$ cat src/rtl/fetch_stage_pkg.sv
// fetch_types: shared state, constant and packet types for the instruction fetch stage
package fetch_types;
  typedef enum logic [1:0] {REQ, WAIT, DRAIN} fetch_state_e;
  localparam logic [31:0] NOP_INSTR = 32'h0000_0013;
  typedef struct packed {
    logic [31:0] pc;
    logic [31:0] instr;
  } fetch_pkt_t;
endpackage

$ cat src/rtl/fetch_stage_skid.sv
// fetch_skid_buf: one-entry holding buffer for a fetched packet while decode stalls
module fetch_skid_buf
  import fetch_types::*;
(
  input  logic       clk,
  input  logic       rst_n,
  input  logic       load_i,
  input  logic       unload_i,
  input  logic       clear_i,
  input  fetch_pkt_t pkt_i,
  output fetch_pkt_t pkt_o,
  output logic       full_o
);
  fetch_pkt_t data_q, data_d;
  logic       full_q, full_d;
  always_comb begin
    full_d = clear_i ? 1'b0 : load_i ? 1'b1 : unload_i ? 1'b0 : full_q;
    data_d = (load_i && !clear_i) ? pkt_i : data_q;
  end
  always_ff @(posedge clk) begin
    if (!rst_n) begin
      full_q <= 1'b0;
      data_q <= '0;
    end else begin
      full_q <= full_d;
      data_q <= data_d;
    end
  end
  assign pkt_o  = data_q;
  assign full_o = full_q;
endmodule

$ cat src/rtl/fetch_stage.sv
// fetch_stage: PC owner, single-outstanding instruction fetch and IF/ID pipeline register
module fetch_stage #(
  parameter logic [31:0] RESET_PC  = 32'h0000_0000,
  parameter logic [31:0] NOP_INSTR = 32'h0000_0013
) (
  input  logic        clk,
  input  logic        rst_n,
  output logic        imem_req,
  output logic [31:0] imem_addr,
  input  logic        imem_gnt,
  input  logic        imem_rvalid,
  input  logic [31:0] imem_rdata,
  input  logic        stall,
  input  logic        redirect_valid,
  input  logic [31:0] redirect_pc,
  output logic        if_id_valid,
  output logic [31:0] if_id_instr,
  output logic [31:0] if_id_pc,
  output logic [31:0] if_id_pc4
);
  import fetch_types::*;
  fetch_state_e state_q, state_d;
  logic [31:0]  pc_q, pc_d;
  logic         valid_q, valid_d;
  logic [31:0]  instr_q, instr_d, ipc_q, ipc_d, ipc4_q, ipc4_d;
  logic         fetch_ok, take_direct, skid_load, skid_unload, skid_full, busy;
  fetch_pkt_t   skid_pkt;
  assign imem_req  = rst_n && state_q == REQ && !skid_full;
  assign imem_addr = pc_q & 32'hFFFF_FFFC;
  always_comb begin
    fetch_ok    = imem_rvalid && state_q == WAIT && !redirect_valid;
    take_direct = fetch_ok && (!valid_q || !stall) && !skid_full;
    skid_load   = fetch_ok && !take_direct;
    skid_unload = !redirect_valid && !stall && skid_full;
    // a response is still owed by memory after this edge: it must be drained
    busy        = ((state_q == WAIT || state_q == DRAIN) && !imem_rvalid) || (imem_req && imem_gnt);
    state_d     = redirect_valid ? (busy ? DRAIN : REQ) :
                  state_q == REQ ? ((imem_req && imem_gnt) ? WAIT : REQ) :
                  imem_rvalid    ? REQ : state_q;
    pc_d        = redirect_valid ? (redirect_pc & 32'hFFFF_FFFC) : fetch_ok ? pc_q + 32'd4 : pc_q;
    valid_d     = valid_q;
    instr_d     = instr_q;
    ipc_d       = ipc_q;
    ipc4_d      = ipc4_q;
    if (redirect_valid) begin
      valid_d = 1'b0;
      instr_d = NOP_INSTR;
    end else if (skid_unload) begin
      valid_d = 1'b1;
      instr_d = skid_pkt.instr;
      ipc_d   = skid_pkt.pc;
      ipc4_d  = skid_pkt.pc + 32'd4;
    end else if (take_direct) begin
      valid_d = 1'b1;
      instr_d = imem_rdata;
      ipc_d   = pc_q;
      ipc4_d  = pc_q + 32'd4;
    end else if (!stall) begin
      valid_d = 1'b0;
      instr_d = NOP_INSTR;
    end
  end
  always_ff @(posedge clk) begin
    if (!rst_n) begin
      state_q <= REQ;
      pc_q    <= RESET_PC;
      valid_q <= 1'b0;
      instr_q <= NOP_INSTR;
      ipc_q   <= '0;
      ipc4_q  <= '0;
    end else begin
      state_q <= state_d;
      pc_q    <= pc_d;
      valid_q <= valid_d;
      instr_q <= instr_d;
      ipc_q   <= ipc_d;
      ipc4_q  <= ipc4_d;
    end
  end
  fetch_skid_buf u_skid (
    .clk      (clk),
    .rst_n    (rst_n),
    .load_i   (skid_load),
    .unload_i (skid_unload),
    .clear_i  (redirect_valid),
    .pkt_i    ('{pc: pc_q, instr: imem_rdata}),
    .pkt_o    (skid_pkt),
    .full_o   (skid_full)
  );
  assign if_id_valid = valid_q;
  assign if_id_instr = instr_q;
  assign if_id_pc    = ipc_q;
  assign if_id_pc4   = ipc4_q;
endmodule

$ cat config.mk
export PLATFORM = sky130hd
export DESIGN_NAME = fetch_stage
export DESIGN_NICKNAME = d
export VERILOG_FILES = /design/src/rtl/fetch_stage_pkg.sv /design/src/rtl/fetch_stage_skid.sv /design/src/rtl/fetch_stage.sv
export SDC_FILE = /design/constraint.sdc
export NUM_CORES = 1
export LEC_CHECK = 0
export ABC_CLOCK_PERIOD_IN_PS = 3600
export BUFFER_PORTS_ARGS = -buffer_cell sky130_fd_sc_hd__buf_4
export CAP_MARGIN = 20
export CORE_AREA = 2 2 97 192
export CTS_BUF_LIST = sky130_fd_sc_hd__clkbuf_8
export DETAILED_ROUTE_END_ITERATION = 12
export DIE_AREA = 0 0 99 194
export GPL_TIMING_DRIVEN = 0
export PLACE_DENSITY = 0.77
export SYNTH_ARGS = -nofsm -noshare
export SYNTH_HDL_FRONTEND = slang
export SYNTH_HIERARCHICAL = 1
export SYNTH_SLANG_ARGS = --single-unit
$ cat constraint.sdc
create_clock -name clk -period 3.6 [get_ports clk]
set_input_delay 0.72 -clock clk [delete_from_list [all_inputs] [get_ports clk]]
set_output_delay 0.72 -clock clk [all_outputs]
set_load 0.01 [all_outputs]
==> run metrics <==
CP required 4.00 ns; Root Buffer clkbuf_8; clock buffer count from CTS 17; CP cell instances inv_1, ha_1, and2_1, buf_2, and3_1, clkbuf_1, clkbuf_1, o21ai_0, a31oi_1; TritonRoute pass-1 iters 6; dpl hpwl 26.9 mm; switch share 0.264; number of global-route vias before repair 9738; number of synthesized flops with an enable pin 0; Final min period 3.04 ns; top cells by area, synth dfxtp_1 (40%), nand2_1 (12%), mux2i_1 (7.7%); Power Dens Cells 342 nW/um2; GPL Wtd Cong 1.02; crit path max fanout 10; final hold vios 0; Initial Util 0.540; commonest non-fill, non-tap cell in the layout nand2_1; gr usage total 0.365; drt wl/cell between 20 and 25 um; Seq pwr share 0.549; CTS tree yes; drt drc 0; Peak VDD IR 0.256 mV; global-route wire length before repair 53.9 mm; IO buf count 194; Primary FF master, synth dfxtp_1; RSZ-0062 raised after global routing no; syn_area_per_cell 8.08 um2; synthesis-stage register bit count 192; f_max 329 MHz; Yosys cell types 62; Logic pwr share 0.095; DIE AREA 19200 um2; Clock Power Share 0.356; period utilisation layout 0.845; Post-CTS Resized 0; # IOs 200; clock skew 0.0118 ns; vias per cell approximately 6.1; final setup fails 0; Setup crit end kind flip-flop; Finished Cell Area 11700 um2; Clock H-tree levels 4; Worst-path clk slew 0.10 ns; Mapped Cells 1184; Slew Limit Fails 0; Sw Pwr 1.05 mW; delay-heaviest family, CP buffers and inverters; Worst setup SP type flip-flop; row count 69; ant diodes 0; DR iter-0 viols 744; largest net degree at the start of global routing 17; leading area contributor after synthesis dfxtp_1; Async S/R FF share, synth 0; Least-Margin Pin Slew 0.894 ns; clk sink count 192; synthesized area 9560 um2; Worst-Skew Late Latency 0.48 ns; top cell type's share of synthesized area 0.402; setup TNS 0 ns; post-CTS setup buffer count 0; Buf/Inv on CP 4; Detail Route Antenna Nets 0; Pint 2.94 mW; Max Cap Viol 0; final WL 36.1 mm; status finished clean; slowest CP cell clkbuf_1; share of layout cells above drive strength 1 0.199; Yosys Warn Count 6; WP data arrival 3.44 ns; GR Overflow Total 0; Die W 99 um; Cell Area, Placed roughly 11000 um2; synthesis-to-finish area growth 22.1%; initial antenna violation count 0; routed via count 9924; # hold bufs at CTS 0; commonest cells after routing, fill and taps aside nand2_1 (297), buf_4 (202), dfxtp_1 (192), mux2i_1 (74), nor2_1 (69); fillcell total approximately 1600; CP most frequent cell clkbuf_1; WS Path Type reg2reg; die height just under 200 um; Max Root-Sink Buffers 2; Hold WC Path Type reg2reg; Worst slew margin 0.404; crit-path max cell delay 0.70 ns; Leak Pwr 4.29 nW; CORE AREA 17700 um2; register area share after synthesis 0.402; # nets final 1474
[worst min-delay path, cell delays in order (launching register included)]
cell and delay (ns):
dfxtp_1 0.32, nand2_1 0.05, mux2i_1 0.05
[through the flow]
stage               setup WS [ns]  power [mW]  hold slack (ns)   util  cells
finish                      0.558        4.00            0.463  0.660   1623
global route                0.534        4.10            0.463  0.660   1623
CTS                         0.710        3.99            0.458  0.660   1623
detailed placement          0.420        2.61            0.447  0.638   1594
global placement            0.456        2.61            0.442  0.638   1594
floorplan                    1.26        2.41            0.432      -   1187
[kinds of logic after synthesis]
| family | after synthesis | synth area share |
|---|---|---|
| flops | 192 | 0.402 |
| mux | 74 | 0.0775 |
| other cells | 1 | 0.000392 |
| simple gates | 544 | 0.257 |
| xor+xnor | 60 | 0.0550 |
| fa+ha+maj | 4 | 0.00523 |
| buf+inv | 120 | 0.0657 |
| compound gates | 189 | 0.137 |
[layout make-up]
| cell class | count | area [um2] | area share |
|---|---|---|---|
| Multi-Input combinational cell | 875 | 5100 | 0.437 |
| Sequential cell | 192 | 3840 | 0.329 |
| Timing Repair Buffer | 194 | 1460 | 0.125 |
| Buffer | 107 | 579 | 0.0496 |
| Tap cell | 213 | 267 | 0.0228 |
| Clock buffer | 19 | 262 | 0.0224 |
| Clock inverter | 10 | 114 | 0.00975 |
| Inverter | 13 | 48.8 | 0.00418 |
[Yosys cell counts (8+ instances only)]
cell,number
a31oi_1,33
a311oi_1,34
nor4_1,15
nand2_1,297
dfxtp_1,192
inv_1,11
a21oi_1,33
nor2_1,69
xor2_1,22
nand4_1,24
clkbuf_1,54
buf_2,25
o21ai_0,28
buf_1,11
nand3_1,58
xnor2_1,38
o211ai_1,8
and3_1,9
nor3_1,29
buf_4,8
a211oi_1,21
mux2i_1,74
[final timing paths]
path / startpoint / end / slack [ns] / cells after the start
hold reg to reg: u_skid/pkt_o[22]$_SDFFE_PN0P_ / u_skid/pkt_o[22]$_SDFFE_PN0P_ / 0.46 / 2
hold / removal: u_skid/pkt_o[22]$_SDFFE_PN0P_ / u_skid/pkt_o[22]$_SDFFE_PN0P_ / 0.46 / 2
setup reg to reg: state_q[1]$_SDFFE_PN0P_ / if_id_pc4[17]$_SDFFE_PN0P_ / 0.56 / 9
setup / recovery: state_q[1]$_SDFFE_PN0P_ / if_id_pc4[17]$_SDFFE_PN0P_ / 0.56 / 9
[power by group through the flow]
stage                     sequential, mW  combinational [mW]  clock, mW
after floorplan                     2.24               0.171          0
after global placement              2.24               0.366          0
after detailed placement            2.24               0.370          0
after CTS                           2.19               0.372       1.43
after global routing                2.20               0.402       1.49
final                               2.19               0.379       1.42
[sequential cells by signal, indices dropped and copies added (netlist names)]
signal / flops
if_id_instr: 32
if_id_pc: 32
if_id_pc4: 30
if_id_valid: 1
pc_q: 30
state_q: 2
u_skid/full_o: 1
u_skid/pkt_o: 64
[routing by layer]
metal / global-route usage / share of wire / up-vias
met2: 0.662 / 0.52 / 506
met4: 0.242 / 0.075 / 0
met5: 0 / 0 / -
met3: 0.0555 / 0.057 / 159
met1: 0.376 / 0.35 / 4697
li1: - / - / 4562
(Power assumes the default switching activity.)
